<file path="src/rtl/meter_cmd_if.sv">
// Command handshake between the pushbutton arbiter and the time-count datapath.
// The master offers a command (add or load plus a seconds value). The slave
// accepts it by asserting cmd_ready while cmd_valid is high.
interface meter_cmd_if;
  logic        cmd_valid;
  logic        cmd_ready;
  logic        cmd_load;
  logic [13:0] cmd_secs;
  logic [2:0]  cmd_src;

  modport master (
    output cmd_valid,
    output cmd_load,
    output cmd_secs,
    output cmd_src,
    input  cmd_ready
  );

  modport slave (
    input  cmd_valid,
    input  cmd_load,
    input  cmd_secs,
    input  cmd_src,
    output cmd_ready
  );
endinterface

</file>
<file path="src/rtl/meter_cmd_arbiter.sv">
// Parking-meter pushbutton arbiter.
// The arbiter detects rising edges on six pre-synchronized button levels and
// keeps each one as a pending request. It issues one command at a time to the
// time datapath over a valid/ready handshake.
// Priority, from highest: rst2, rst1, add4, add3, add2, add1.
// A granted load request (rst1/rst2) flushes every other pending request.
module meter_cmd_arbiter #(
  parameter int unsigned ADD1_SEC = 60,
  parameter int unsigned ADD2_SEC = 120,
  parameter int unsigned ADD3_SEC = 180,
  parameter int unsigned ADD4_SEC = 300,
  parameter int unsigned RST1_SEC = 15,
  parameter int unsigned RST2_SEC = 150
) (
  input  logic              clk,
  input  logic              rst,
  input  logic              add1,
  input  logic              add2,
  input  logic              add3,
  input  logic              add4,
  input  logic              rst1,
  input  logic              rst2,
  meter_cmd_if.master       cmd,
  output logic [5:0]        pend,
  output logic [7:0]        drop_cnt
);

  typedef enum logic {
    S_IDLE  = 1'b0,
    S_OFFER = 1'b1
  } state_e;

  state_e      state_q, state_d;
  logic [5:0]  prev_q;
  logic [5:0]  pend_q, pend_d;
  logic [7:0]  drop_q, drop_d;
  logic [2:0]  src_q, src_d;
  logic        load_q, load_d;
  logic [13:0] secs_q, secs_d;

  logic [5:0]  btn;
  logic [5:0]  rise;
  logic [5:0]  gnt_oh;
  logic [5:0]  flush;
  logic [5:0]  cleared;
  logic [2:0]  pick;
  logic        grant;

  // Bit order matches pend: {rst2, rst1, add4, add3, add2, add1}.
  assign btn  = {rst2, rst1, add4, add3, add2, add1};
  assign rise = btn & ~prev_q;

  // Select the highest-priority pending source. Higher bit index wins.
  function automatic logic [2:0] prio_pick(input logic [5:0] p);
    if (p[5])      return 3'd5;
    else if (p[4]) return 3'd4;
    else if (p[3]) return 3'd3;
    else if (p[2]) return 3'd2;
    else if (p[1]) return 3'd1;
    else           return 3'd0;
  endfunction

  // Seconds value associated with each source.
  function automatic logic [13:0] secs_of(input logic [2:0] src);
    case (src)
      3'd0:    return 14'(ADD1_SEC);
      3'd1:    return 14'(ADD2_SEC);
      3'd2:    return 14'(ADD3_SEC);
      3'd3:    return 14'(ADD4_SEC);
      3'd4:    return 14'(RST1_SEC);
      3'd5:    return 14'(RST2_SEC);
      default: return 14'd0;
    endcase
  endfunction

  function automatic logic [3:0] popcount6(input logic [5:0] v);
    logic [3:0] n;
    n = 4'd0;
    for (int i = 0; i < 6; i++) n = n + {3'd0, v[i]};
    return n;
  endfunction

  // The drop counter saturates at 255 and does not wrap.
  function automatic logic [7:0] sat_add8(input logic [7:0] a, input logic [3:0] b);
    logic [8:0] s;
    s = {1'b0, a} + {5'd0, b};
    return s[8] ? 8'hFF : s[7:0];
  endfunction

  // FSM state register.
  always_ff @(posedge clk or posedge rst) begin
    if (rst) state_q <= S_IDLE;
    else     state_q <= state_d;
  end

  // Next state, grant selection, pending-set update and drop accounting.
  always_comb begin
    state_d = state_q;
    src_d   = src_q;
    load_d  = load_q;
    secs_d  = secs_q;
    grant   = 1'b0;
    gnt_oh  = 6'd0;
    flush   = 6'd0;
    pick    = prio_pick(pend_q);

    case (state_q)
      S_IDLE: begin
        if (pend_q != 6'd0) begin
          grant   = 1'b1;
          state_d = S_OFFER;
        end
      end
      S_OFFER: begin
        if (cmd.cmd_ready) begin
          if (pend_q != 6'd0) grant   = 1'b1;
          else                state_d = S_IDLE;
        end
      end
      default: state_d = S_IDLE;
    endcase

    if (grant) begin
      gnt_oh = 6'd1 << pick;
      src_d  = pick;
      load_d = (pick == 3'd4) || (pick == 3'd5);
      secs_d = secs_of(pick);
      if (load_d) flush = pend_q & ~gnt_oh;
    end

    // A new edge always wins over a grant or a flush in the same cycle.
    cleared = gnt_oh | flush;
    pend_d  = (pend_q & ~cleared) | rise;
    // Count two kinds of drop: edges merged into a request that stays
    // pending, and requests flushed without a new edge replacing them.
    drop_d  = sat_add8(drop_q,
                       popcount6(rise & pend_q & ~cleared) + popcount6(flush & ~rise));
  end

  // Button history, pending requests, drop counter and output command register.
  always_ff @(posedge clk or posedge rst) begin
    if (rst) begin
      prev_q <= 6'd0;
      pend_q <= 6'd0;
      drop_q <= 8'd0;
      src_q  <= 3'd0;
      load_q <= 1'b0;
      secs_q <= 14'd0;
    end else begin
      prev_q <= btn;
      pend_q <= pend_d;
      drop_q <= drop_d;
      src_q  <= src_d;
      load_q <= load_d;
      secs_q <= secs_d;
    end
  end

  assign cmd.cmd_valid = (state_q == S_OFFER);
  assign cmd.cmd_load  = load_q;
  assign cmd.cmd_secs  = secs_q;
  assign cmd.cmd_src   = src_q;
  assign pend          = pend_q;
  assign drop_cnt      = drop_q;

endmodule

</file>
<file path="src/flat_wrapper.sv">
// flat-port wrapper written by rule: the top's interface ports become plain ports
module meter_cmd_arbiter_flat 
#(
  parameter int unsigned ADD1_SEC = 60,
  parameter int unsigned ADD2_SEC = 120,
  parameter int unsigned ADD3_SEC = 180,
  parameter int unsigned ADD4_SEC = 300,
  parameter int unsigned RST1_SEC = 15,
  parameter int unsigned RST2_SEC = 150
)
  (clk, rst, add1, add2, add3, add4, rst1, rst2, pend, drop_cnt, cmd_cmd_valid, cmd_cmd_load, cmd_cmd_secs, cmd_cmd_src, cmd_cmd_ready);
  meter_cmd_if cmd_i ();
  input  logic clk;
  input  logic rst;
  input  logic add1;
  input  logic add2;
  input  logic add3;
  input  logic add4;
  input  logic rst1;
  input  logic rst2;
  output logic [5:0] pend;
  output logic [7:0] drop_cnt;
  output wire logic [$bits(cmd_i.cmd_valid)-1:0] cmd_cmd_valid;
  output wire logic [$bits(cmd_i.cmd_load)-1:0] cmd_cmd_load;
  output wire logic [$bits(cmd_i.cmd_secs)-1:0] cmd_cmd_secs;
  output wire logic [$bits(cmd_i.cmd_src)-1:0] cmd_cmd_src;
  input wire logic [$bits(cmd_i.cmd_ready)-1:0] cmd_cmd_ready;
  assign cmd_cmd_valid = cmd_i.cmd_valid;
  assign cmd_cmd_load = cmd_i.cmd_load;
  assign cmd_cmd_secs = cmd_i.cmd_secs;
  assign cmd_cmd_src = cmd_i.cmd_src;
  assign cmd_i.cmd_ready = cmd_cmd_ready;
  meter_cmd_arbiter #(.ADD1_SEC(ADD1_SEC), .ADD2_SEC(ADD2_SEC), .ADD3_SEC(ADD3_SEC), .ADD4_SEC(ADD4_SEC), .RST1_SEC(RST1_SEC), .RST2_SEC(RST2_SEC)) u_core (.clk(clk), .rst(rst), .add1(add1), .add2(add2), .add3(add3), .add4(add4), .rst1(rst1), .rst2(rst2), .cmd(cmd_i), .pend(pend), .drop_cnt(drop_cnt));
endmodule
</file>
<file path="config.mk">
export PLATFORM = sky130hd
export DESIGN_NAME = meter_cmd_arbiter_flat
export DESIGN_NICKNAME = d
export VERILOG_FILES = /design/src/rtl/meter_cmd_if.sv /design/src/rtl/meter_cmd_arbiter.sv /design/src/flat_wrapper.sv
export SDC_FILE = /design/constraint.sdc
export NUM_CORES = 1
export LEC_CHECK = 0
export CORE_ASPECT_RATIO = 1.4
export CORE_MARGIN = 4
export CORE_UTILIZATION = 32
export DETAILED_ROUTE_END_ITERATION = 8
export PLACE_DENSITY = 0.58
export SYNTH_ARGS = -nofsm -noshare
export SYNTH_HDL_FRONTEND = slang
export SYNTH_SLANG_ARGS = --single-unit
</file>
<file path="constraint.sdc">
create_clock -name clk -period 12.6 [get_ports clk]
set_input_delay 2.52 -clock clk [delete_from_list [all_inputs] [get_ports clk]]
set_output_delay 2.52 -clock clk [all_outputs]
set_load 0.03 [all_outputs]
</file>
## Word level (Yosys, flattened, before mapping)

Index checks and enable logic that the tools add are counted.

| word-level totals | value |
|---|---|
| register bits after elaboration | 39 |
| input port bits | 9 |
| output and inout bits | 33 |
| logic and storage cells | 56 |

| operators by class | value |
|---|---|
| add/subtract/negate cells | 12 |
| eq/ne operators | 5 |
| shift-type cells | 1 |
| mux-type cells | 15 |
| bitwise operators | 13 |
| reductions and logical operators | 3 |

Operators with widths:

| operator | count |
|---|---|
| $pmux 9 s6 | 1 |
| $and 6x6->6 | 6 |
| $add 4x1->4 | 8 |
| $not 6->6 | 4 |
| $mux 6 | 3 |
| $mux 3 | 4 |
| $or 6x6->6 | 2 |
| $add 8x4->9 | 1 |
| $mux 8 | 1 |
| $eq 3x2->1 const B | 2 |
| $eq 3x3->1 const B | 2 |
| $reduce_bool 6->1 | 1 |
| $shl 1x3->6 const A | 1 |
| $add 1x1->2 | 2 |
| $add 4x4->4 | 1 |
| $mux 1 | 4 |
| $pmux 1 s2 | 2 |
| $eq 3x1->1 const B | 1 |
| $logic_not 3->1 | 1 |
| $logic_or 1x1->1 | 1 |
| $not 1->1 | 1 |

## Depth between registers and ports, before layout

Gate-level depths: netlist (run 1).

| logic depth | value |
|---|---|
| depth after elaboration | 21 |
| mapped depth | 20 |
| depth with buffers taken out | 19 |

## Worst setup path after synthesis (run 1)

No wires, ideal clock.

| timing | value |
|---|---|
| kind | input port to flip-flop |
| from | input port cmd_cmd_ready |
| to | register u_core.drop_q[6] (netlist: u_core.drop_cnt[6]) |
| library setup time | 125 ps |
| arrival time | 6,817 ps |
| required time | 12,475 ps |
| setup slack | 5,658 ps |
| cell stages on the path | 18 |
| buffers on the path | 1 |
| cell sequence | nor2b_1 buf_6 nor2_2 and3_1 ha_1 inv_1 fa_1 fa_1 fa_1 inv_1 ha_1 fa_1 inv_1 fa_1 nand2b_1 o2bb2ai_2 nor2_1 mux2_2 |

| between the ends | value |
|---|---|
| cells in the longest elaborated chain, start to end | 14 |
| elaborated cells between the ends (all ways) | 21 |
| classes of those cells | add/sub: 12; mux: 5; bitwise: 4 |

RTL lines:

| element | line | RTL |
|---|---|---|
| from (decl) | flat_wrapper.sv:27 | `input wire logic [$bits(cmd_i.cmd_ready)-1:0] cmd_cmd_ready;` |
| $mux 1 (*) | meter_cmd_arbiter.sv:115 | `if (cmd.cmd_ready) begin` |
| $pmux 1 s2 (*) | meter_cmd_arbiter.sv:107 | `case (state_q)` |
| $mux 6 | meter_cmd_arbiter.sv:123 | `if (grant) begin` |
| $or 6x6->6 | meter_cmd_arbiter.sv:132 | `cleared = gnt_oh \| flush;` |
| $not 6->6 | meter_cmd_arbiter.sv:137 | `popcount6(rise & pend_q & ~cleared) + popcount6(flush & ~rise));` |
| $and 6x6->6 | meter_cmd_arbiter.sv:137 |  |
| $add 1x1->2 | meter_cmd_arbiter.sv:79 | `for (int i = 0; i < 6; i++) n = n + {3'd0, v[i]};` |
| $add 4x1->4 (4 in series) | meter_cmd_arbiter.sv:79 |  |
| $add 4x4->4 (*) | meter_cmd_arbiter.sv:137 |  |
| $add 8x4->9 (*) | meter_cmd_arbiter.sv:86 | `s = {1'b0, a} + {5'd0, b};` |
| $mux 8 (*) | meter_cmd_arbiter.sv:87 | `return s[8] ? 8'hFF : s[7:0];` |
| net u_core.drop_d[6] | meter_cmd_arbiter.sv:36 | `logic [7:0] drop_q, drop_d;` |
| to (signal assigned) | meter_cmd_arbiter.sv:152 | `drop_q <= drop_d;` |
| to (decl) | meter_cmd_arbiter.sv:36 |  |

Mark *: on every way through the listed nets, which the timed path passes. The rest lies on a longest branch.
A chain may end at the register's enable or synchronous reset.

## Worst setup path after layout (run 1)

Ends and elaborated chain as after synthesis.

==> summary.md, run 1 <==
| Metric | Value |
|---|---|
| Status | finished, final reports clean |
| DRT iter0 DRCs | 74 |
| Asr flop ratio synth | 100% |
| Flops & latches, synth | 33 |
| Clock slew at the register clock pins of the worst setup and hold paths | 60 ps |
| Vias post-DR | 1357 |
| Final min period | 7860 ps |
| Path category of the worst min-delay check | flop to flop |
| Req. time, crit path | 12760 ps |
| Vias in the first global route | 1395 |
| Arrival time worst endpoint | 8020 ps |
| CP delay by family, top | adder cells |
| Max-slew headroom | 37.4% |
| Initial Util | 32.8% |
| Sequential area share after synthesis | 42.9% |
| # clock sinks | 33 |
| Chip width | 73.5 um |
| Buf+Inv Stages, Crit Path | 4 |
| DP HPWL | 3000 um |
| Final Cycle Share | 62.4% |
| Peak supply drop | 0.0984 mV |
| GRT overflow | 0 |
| Most common cell after layout, fill and taps aside | clkdlybuf4s50_1 |
| Final Skew | 6.28 ps |
| Residual DRC count | 0 |
| Crit Path Class | input pin to flop |
| GRT Util Overall | 11.2% |
| Most frequent cells in the layout | clkdlybuf4s50_1 (36), dfrtp_1 (33), inv_1 (19) |
| Core footprint | 5860 um2 |
| Hold-fix buffers at CTS | 0 |
| Ys flop type | dfrtp_1 |
| CP max FO | 10 |
| Worst skew pair latency | 280 ps |
| Gr busiest metal | met2 |
| Finish-stage setup viols | 0 |
| Share of cells above drive strength 1 | 8.68% |
| Synthesized instance count | 181 |
| Power density cells | 177 nW/um2 |
| Nets@finish | 248 |
| Post-Route Setup TNS | 0 ps |
| N_diodes | 0 |
| Rows | 33 |
| Fin util | 41.0% |
| # resized after CTS | 0 |
| Die Y-Extent | 99.7 um |
| Setup crit start kind | input pin |
| Final Max Slew Viols | 0 |
| EDFF count, synth | 0 |
| First-pass DRT Iterations | 4 |
| H-tree levels | 2 |
| Routed WL | 3800 um |
| First-pass GRT wire length | 6480 um |
| Post-synth top area cell | dfrtp_1 |
| Mapped cell area | 1920 um2 |
| Num CTS Buffers | 5 |
| Met3 Resource Use GR | 2.83% |
| Root Buffer | clkbuf_8 |
| FMAX | 127 MHz |
| Postcts setup bufs | 0 |
| Unrepaired setup endpoints after global routing | false |
| Most frequent CP cell | fa_1 |
| Final ANT Viol Nets | 0 |
| Post-Place Cells | 282 |
| Post-DR vias/cell | 4.70 |
| Avg Synthesized Cell Area | 10.6 um2 |
| Yosys warnings | 0 |
| Largest net degree at the start of global routing | 34 |
| Worst stage delay on the critical path | 730 ps |
| Crit-path cells | clkdlybuf4s50_1 > nor2b_1 > nor2_2 > and3_1 > ha_1 > inv_1 > fa_1 > fa_1 > fa_1 > inv_1 > ha_1 > fa_1 > inv_1 > fa_1 > nand2b_1 > o2bb2ai_2 > nor2_1 > mux2_2 |
| LEAKAGE | 1.11 nW |
| CTS Buffer Depth | 2 |
| GR Util met2 | 19.2% |
| Routed len/inst | 13.2 um |
| Critical-path top delay cell | nor2b_1 |
| Dominant cells by area after synthesis | dfrtp_1 (43%), fa_1 (8.3%), ha_1 (7.8%) |
| GPL Wtd Cong | 0.762 |
| Max-Cap Viols | 0 |
| Antenna violations before repair | 0 |
| Worst Setup End Kind | flop |
| IO Port Bufs | 36 |
| M1 GR Usage | 13.2% |
| I/O pins | 42 |
| Die ar. | 7330 um2 |
| Non-Filler Instances | 289 |
| Synth unique cells | 41 |
| Layout area overhead | 25.0% |
| Final hold violations | 0 |
| CTS tree | built |
| Worst slew pin tran | 937 ps |
| Synth top area share | 42.9% |
[kinds of logic after synthesis]
family,Yosys count,share of synthesized area [%]
flip-flops,33,42.9
other,2,0.391
buffers and inverters,29,7.68
AND/OR/NAND/NOR,60,17.1
AO/OA/AOI/OAI,32,13.0
adder cells (fa/ha/maj),20,16.1
XOR/XNOR,3,1.37
multiplexers,2,1.37
[per-layer routing]
metal / routed length [um] / vias to the layer above
li1: - / 663
met1: 1550 / 656
met2: 2050 / 31
met3: 151 / 7
met4: 56 / 0
met5: 0 / -
[final cells by class]
| class | instances | area [um2] |
|---|---|---|
| sequential | 33 | 826 |
| tap | 70 | 87.6 |
| inverter | 19 | 71.3 |
| clock buffer | 7 | 86.3 |
| multi-input combinational | 123 | 965 |
| fill | 583 | 3460 |
| timing repair buffer | 37 | 368 |
[final timing paths]
path	cells after the start	start	slack [ps]	end
worst max-delay path	18	cmd_cmd_ready	4740	u_core.drop_cnt[6]
worst min-delay path	1	u_core.prev_q[5]	440	u_core.pend[5]
max in group asynchronous	3	rst	9660	u_core.prev_q[1]
min in group asynchronous	3	rst	2630	u_core.prev_q[4]
worst min register to register	1	u_core.prev_q[5]	440	u_core.pend[5]
worst max register to register	17	u_core.cmd.cmd_valid	7010	u_core.drop_cnt[6]
[flip-flops by register name (all words and copies together) (netlist names)]
| signal | count |
|---|---|
| u_core.drop_cnt | 8 |
| u_core.pend | 6 |
| u_core.cmd.cmd_src | 2 |
| u_core.cmd.cmd_load | 1 |
| u_core.cmd.cmd_valid | 1 |
| u_core.cmd.cmd_secs | 9 |
| u_core.prev_q | 6 |
[worst register-to-register path, delay by kind of cell, from the launching register on]
| kind | cells | cell delay [ps] |
|---|---|---|
| AND/OR/NAND/NOR | 5 | 1500 |
| adder cells (fa/ha/maj) | 7 | 2990 |
| buffers and inverters | 3 | 150 |
| multiplexers | 1 | 330 |
| AO/OA/AOI/OAI | 1 | 150 |
| flip-flops | 1 | 360 |
[cells in the mapped netlist (3+ instances only)]
master    number
o21ai_0        9
o21a_1         3
nand3_1        4
or3_1          4
dfrtp_1       33
ha_1          12
nand2_1       15
inv_1         19
nor3_1         3
fa_1           8
nand2b_1      10
nor2_1         9
buf_4          8
a21oi_1        6
nand4_1        3
and3_1         4
a21o_1         3
[stage by stage]
step,setup slack (ps),power [mW],hold WS [ps],instance area [um2]
after floorplan,5660,0.285,418,1940
after global placement,4550,0.348,424,2320
after detailed placement,4480,0.351,438,2320
after CTS,4750,0.434,446,2400
after global routing,4450,0.457,489,2400
final,4740,0.426,444,2400
[power breakdown]
group / total (mW) / internal [mW] / switching (mW) / leakage [nW]
registers: 0.149 / 0.128 / 0.0208 / 0.389
clock network: 0.0790 / 0.0433 / 0.0357 / 0.0443
logic: 0.198 / 0.0862 / 0.111 / 0.680
total: 0.426 / 0.258 / 0.168 / 1.11
Note: power is estimated with default switching activity, not from simulation.
==> run 2, diff against run 1 <==
- PLACE_DENSITY: 0.58 -> 0.6
- clock period: 12.6 -> 6.9 ns (I/O delays scaled with it)
==> run 2 against run 1 <==
  * Via count rose by 0.52%
  * Total power is 94% higher
  * Die area is the same
  * Wire length grew 1.6%
  * Final cell count increased by 0.69%
  * Utilization rose by 0.64 points
==> summary.md, run 2 (synthesis gave the netlist of run 1 again) <==
| Metric | Value |
|---|---|
| Vias post-DR | 1364 (+0.52%) |
| Worst stage delay on the critical path | 550 ps (-180 ps) |
| Most frequent cells in the layout | clkdlybuf4s50_1 (36), dfrtp_1 (33), inv_1 (19) |
| Arrival time worst endpoint | 6360 ps (-1660 ps) |
| Layout area overhead | 26.9% |
| N_diodes | 0 (unchanged) |
| Final Max Slew Viols | 0 (unchanged) |
| Clock power frac | 23.0% (+4.5 points) |
| CTS Buffer Depth | 2 (unchanged) |
| Clock slew at the register clock pins of the worst setup and hold paths | 70 ps (about the same) |
| IO Port Bufs | 36 (unchanged) |
| Die Y-Extent | 99.7 um (unchanged) |
| # resized after CTS | 0 (unchanged) |
| CP delay by family, top | adder cells |
| FMAX | 161 MHz |
| Residual DRC count | 0 (unchanged) |
| Routed len/inst | 13.3 um (+0.88%) |
| Routed WL | 3860 um (+1.6%) |
| Comb power frac | 43.7% (-2.7 points) |
| Reg2Reg Depth | 18 (+1) |
| GRT Util Overall | 11.1% (-0.048 points) |
| Power density cells | 338 nW/um2 (+91%) |
| Hold-fix buffers at CTS | 0 (unchanged) |
| Setup crit start kind | input pin |
| Num CTS Buffers | 5 (unchanged) |
| LEAKAGE | 1.13 nW (+1.7%) |
| Cell Int Power | 509 uW (+97%) |
| Buf+Inv Stages, Crit Path | 5 (+1) |
| Stages on the worst setup path | 19 (+1) |
| Core footprint | 5860 um2 (unchanged) |
| Req. time, crit path | 7070 ps (-5690 ps) |
| Status | finished, final reports clean |
| Rows | 33 (unchanged) |
| Nets@finish | 249 (+0.40%) |
| Chip width | 73.5 um (unchanged) |
| Die ar. | 7330 um2 (unchanged) |
| Worst skew pair latency | 280 ps (about the same) |
| Antenna violations before repair | 0 (unchanged) |
| Critical-path top delay cell | fa_1 |
| # clock sinks | 33 (unchanged) |
| Final ANT Viol Nets | 0 (unchanged) |
| Postcts setup bufs | 0 (unchanged) |
| Fillers | 581 (-0.34%) |
| Final min period | 6190 ps |
| Peak supply drop | 0.219 mV (+120%) |
| Most frequent CP cell | fa_1 |
| CP max FO | 10 (unchanged) |
| Switch share | 38.2% (-1.2 points) |
| Max-Cap Viols | 0 (unchanged) |
| Largest net degree at the start of global routing | 34 (unchanged) |
| Share of cells above drive strength 1 | 9.50% (+0.83 points) |
| Most common cell after layout, fill and taps aside | clkdlybuf4s50_1 |
| First-pass GRT wire length | 6350 um (-2.0%) |
| Post-DR vias/cell | 4.69 (-0.17%) |
| DRT iter0 DRCs | 66 (-11%) |
| I/O pins | 42 (unchanged) |
| GPL Wtd Cong | 0.783 (+2.8%) |
| Post-Route Setup TNS | 0 ps (unchanged) |
| Root Buffer | clkbuf_8 |
| Seq pwr share | 33.2% (-1.9 points) |
| Finish-stage setup viols | 0 (unchanged) |
| First-pass DRT Iterations | 4 (unchanged) |
| Crit Path Class | input pin to flop |
| Initial Util | 32.8% (unchanged) |
| Crit-path cells | clkdlybuf4s50_1 > nor2b_1 > buf_4 > nor2_2 > and3_1 > ha_1 > inv_1 > fa_1 > fa_1 > fa_1 > inv_1 > ha_1 > fa_1 > inv_1 > fa_1 > nand2b_1 > o2bb2ai_2 > nor2_1 > mux2_2 |
| Final hold violations | 0 (unchanged) |
| CTS tree | built |
| Unrepaired setup endpoints after global routing | false |
| Final Skew | 5.83 ps (-0.453 ps) |
| Pwr Total | 825 uW (+94%) |
| Vias in the first global route | 1369 (-1.9%) |
| Worst Setup End Kind | flop |
| Switch Pwr | 315 uW (+88%) |
| H-tree levels | 2 (unchanged) |
| Final Cycle Share | 89.8% |
| Cell depth of the worst hold path | 1 (unchanged) |
| Max reg flops | 9 (unchanged) |
| DP HPWL | 2960 um (-1.1%) |
| Path category of the worst min-delay check | flop to flop |
| GRT overflow | 0 (unchanged) |
-- run 2: area by class of cell --
class | count | area (um2) | area share (%)
Inverter | 19 | 71.3 | 2.92
Timing Repair Buffer | 38 | 375 | 15.4
Multi-Input combinational cell | 123 | 965 | 39.5
Clock buffer | 7 | 86.3 | 3.54
Tap cell | 70 | 87.6 | 3.59
Clock inverter | 1 | 30.0 | 1.23
Sequential cell | 33 | 826 | 33.8
-- run 2: worst reg2reg max path: cells and delay by family (launching register included) --
family                   cells  cell delay (ps)
adder cells (fa/ha/maj)      7             2980
AND/OR/NAND/NOR              5              720
flip-flops                   1              520
AO/OA/AOI/OAI                2              430
multiplexers                 1              330
buffers and inverters        3              150
-- run 2: worst paths after layout --
check	endpoint	slack [ps]	from
setup reg to reg	u_core.drop_cnt[6]	1650	u_core.pend[3]
max in group asynchronous	u_core.cmd.cmd_valid	5100	rst
hold reg to reg	u_core.pend[5]	450	u_core.prev_q[5]
hold / removal	u_core.pend[5]	450	u_core.prev_q[5]
min in group asynchronous	u_core.prev_q[2]	1500	rst
setup / recovery	u_core.drop_cnt[6]	710	cmd_cmd_ready
-- run 2: power by group through the flow --
stage	logic (mW)	registers, mW	clock network (mW)
after global routing	0.395	0.280	0.201
after floorplan	0.181	0.340	0
final	0.361	0.274	0.190
after CTS	0.366	0.275	0.195
after global placement	0.359	0.278	0
after detailed placement	0.364	0.277	0
-- run 2: routing by layer --
layer	up-vias	global-route usage, %	routed length, um
met1	653	13.0	1600
met2	35	19.2	2020
met3	6	2.53	187
li1	670	-	-
met5	-	0	0
met4	0	4.60	59
-- run 2: through the flow --
stage | instance area [um2] | setup slack (ps) | instances | hold slack [ps] | util (%)
floorplan | 1940 | 1100 | 185 | 418 | -
global placement | 2320 | 446 | 283 | 425 | 39.7
detailed placement | 2320 | 412 | 283 | 432 | 39.7
CTS | 2440 | 687 | 291 | 442 | 41.6
global route | 2440 | 429 | 291 | 449 | 41.6
finish | 2440 | 707 | 291 | 449 | 41.6
==> run 3, diff against run 2 <==
- clock period: 6.9 -> 5.65 ns (I/O delays scaled with it)
==> run 3 against run 2 <==
  * Final area up 6.5%
  * Clock skew hardly changed
  * First-iteration DRC count decreased by 50%
  * Largest power group unchanged
  * Final cell count grew 6.2%
  * Clock power down 7%
  * Sequential share of layout area shrank 2.1 points
  * Utilization increased by 2.7 points
  * Die area is the same
  * Total power grew 24%
  * Critical endpoint unchanged
  * Largest cell class unchanged
  * Setup slack got worse by 500 ps
  * Critical path depth down 2
==> summary.md, run 3 (synthesis gave the netlist of run 1 again) <==
| Metric | Value |
|---|---|
| Area of the multi-input gates | 1010 um2 (+4.8%) |
| Gr busiest metal | met2 |
| Switch share | 40.0% (+1.7 points) |
| Met3 Resource Use GR | 2.73% (+0.20 points) |
| Worst skew pair latency | 290 ps (about the same) |
| Status | finished, final reports clean |
| Root Buffer | clkbuf_8 |
| Die ar. | 7330 um2 (unchanged) |
| Core footprint | 5860 um2 (unchanged) |
| CP delay by family, top | adder cells |
| Crit path from | add1 |
| Final min period | 5440 ps |
| Worst Setup End Kind | flop |
| Seq pwr share | 32.2% (-1.0 points) |
| Routed len/inst | 13.0 um (-2.1%) |
| Most frequent CP cell | fa_1 |
| IO Port Bufs | 36 (unchanged) |
| WHS Endpoint | u_core.pend[5] |
| DRT iter0 DRCs | 33 (-50%) |
| Final ANT Viol Nets | 0 (unchanged) |
| Final hold violations | 0 (unchanged) |
| R2R setup slack | 730 ps (-920 ps) |
| Path category of the worst min-delay check | flop to flop |
| Post-DR vias/cell | 4.60 (-1.8%) |
| Reg2Reg Depth | 18 (unchanged) |
| H-tree levels | 2 (unchanged) |
| Fin util | 44.3% (+2.7 points) |
| M1 GR Usage | 13.0% (+0.033 points) |
| N_diodes | 0 (unchanged) |
| LEAKAGE | 1.23 nW (+8.6%) |
| Die Y-Extent | 99.7 um (unchanged) |
| Vias in the first global route | 1538 (+12%) |
| Setup crit start kind | input pin |
| Req. time, crit path | 5830 ps (-1240 ps) |
| Reg2reg start | u_core.pend[3] |
| Residual DRC count | 0 (unchanged) |
| Largest net degree at the start of global routing | 34 (unchanged) |
| DP HPWL | 3080 um (+3.8%) |
| First-pass DRT Iterations | 4 (unchanged) |
| # clock sinks | 33 (unchanged) |
| Final Skew | 5.42 ps (-0.415 ps) |
| Clock slew at the register clock pins of the worst setup and hold paths | 70 ps (about the same) |
| CP max FO | 5 (-5) |
| Crit Path Class | input pin to flop |
| Most common cell after layout, fill and taps aside | clkdlybuf4s50_1 |
| Most frequent cells in the layout | clkdlybuf4s50_1 (35), dfrtp_1 (33), inv_1 (19), buf_4 (19), nand2_1 (15) |
| Critical-path top delay cell | fa_1 |
| GR Util met2 | 21.7% (+2.5 points) |
| Register area | 826 um2 (unchanged) |
| Max-Cap Viols | 0 (unchanged) |
| CTS Buffer Depth | 2 (unchanged) |
| Comb power frac | 50.5% (+6.8 points) |
| Final Cycle Share | 96.3% |
| Hold-fix buffers at CTS | 0 (unchanged) |
| Nets@finish | 267 (+7.2%) |
| Unrepaired setup endpoints after global routing | false |
| Share of cells above drive strength 1 | 19.2% (+9.7 points) |
| GRT overflow | 0 (unchanged) |
| Switch Pwr | 409 uW (+30%) |
| Setup ws final | 208 ps (-499 ps) |
| Crit-path cells | clkdlybuf4s50_1 > nand2b_1 > and3_1 > ha_1 > inv_1 > fa_1 > fa_1 > fa_1 > inv_1 > ha_2 > fa_1 > inv_1 > fa_2 > nand2b_4 > o2bb2ai_4 > nor2_2 > mux2_4 |
| I/O pins | 42 (unchanged) |
| FMAX | 184 MHz |
| Fillers | 570 (-1.9%) |
| Antenna violations before repair | 0 (unchanged) |
| Vias post-DR | 1422 (+4.3%) |
| Initial Util | 32.8% (unchanged) |
| Stages on the worst setup path | 17 (-2) |
| GPL Wtd Cong | 0.800 (+2.1%) |
| Cell depth of the worst hold path | 1 (unchanged) |
| Num CTS Buffers | 5 (unchanged) |
| Worst stage delay on the critical path | 520 ps (-30 ps) |
| Clock power frac | 17.3% (-5.7 points) |
| Reg2reg end | u_core.drop_cnt[6] |
| Cell Int Power | 614 uW (+21%) |
| First-pass GRT wire length | 6770 um (+6.6%) |
| Routed WL | 4020 um (+4.0%) |
| GRT Util Overall | 12.0% (+0.83 points) |
| Arrival time worst endpoint | 5620 ps (-740 ps) |
| Max reg flops | 9 (unchanged) |
| Final Max Slew Viols | 0 (unchanged) |
| Chip width | 73.5 um (unchanged) |
| DP Worst Slack | -455 ps (-868 ps) |
| Rows | 33 (unchanged) |
| Layout area overhead | 35.1% |
| Power density cells | 393 nW/um2 (+16%) |
| Finish-stage setup viols | 0 (unchanged) |
| Buf+Inv Stages, Crit Path | 4 (-1) |
| Hold_sp | u_core.prev_q[5] |
| CTS tree | built |
| Peak supply drop | 0.267 mV (+22%) |
[run 3: how the worst max path moves through the flow]
stage                               to
global placement    u_core.drop_cnt[6]
finish              u_core.drop_cnt[6]
CTS                 u_core.drop_cnt[6]
global route        u_core.drop_cnt[6]
detailed placement  u_core.drop_cnt[6]
floorplan           u_core.drop_cnt[6]
[run 3: routing by layer]
layer / part of all wire (%) / vias to the layer above
met5: 0 / -
met3: 3.8 / 6
li1: - / 703
met4: 1.9 / 0
met1: 40 / 685
met2: 54 / 28
[run 3: final cells by class]
class	count	area share [%]
multi-input combinational	123	38.9
sequential	33	31.8
timing repair buffer	56	19.9
tap	70	3.37
inverter	19	2.74
clock buffer	5	2.65
clock inverter	3	0.674
[run 3: power by group through the flow]
| stage | clock (mW) | combinational, mW | sequential (mW) |
|---|---|---|---|
| after global routing | 0.194 | 0.564 | 0.337 |
| after global placement | 0 | 0.480 | 0.336 |
| after detailed placement | 0 | 0.487 | 0.334 |
| after floorplan | 0 | 0.221 | 0.415 |
| final | 0.177 | 0.516 | 0.329 |
| after CTS | 0.184 | 0.503 | 0.331 |
[run 3: timing repair]
| item | in CTS | in global routing |
|---|---|---|
| buffers inserted | 0 | 1 |
| setup endpoints to repair | 7 | 8 |
| hold endpoints to repair | 0 | 0 |
| gates cloned | 0 | 0 |
| gates resized for setup | 9 | 5 |
| pin swaps | 4 | 6 |
[run 3: worst reg2reg max path, stage by stage (launching register included)]
cell       delay (ps)
dfrtp_1           570
nor2_4            110
nor3_1            290
o21ai_2            90
nor2_1            110
ha_1              230
inv_1              70
fa_1              450
fa_1              510
fa_1              500
inv_1              40
ha_2              190
fa_1              520
inv_1              60
fa_2              340
nand2b_4          160
o2bb2ai_4         150
nor2_2            130
mux2_4            300
[run 3: through the flow]
step | total power, mW | instance area, um2 | hold slack (ps) | TNS, ps | std cells
6_report | 1.02 | 2600 | 438 | 0 | 309
5_1_grt | 1.09 | 2600 | 450 | 0 | 309
4_1_cts | 1.02 | 2570 | 443 | 0 | 308
3_5_place_dp | 0.821 | 2450 | 434 | -2720 | 300
3_3_place_gp | 0.816 | 2450 | 428 | -2210 | 300
2_1_floorplan | 0.635 | 1940 | 418 | 0 | 185
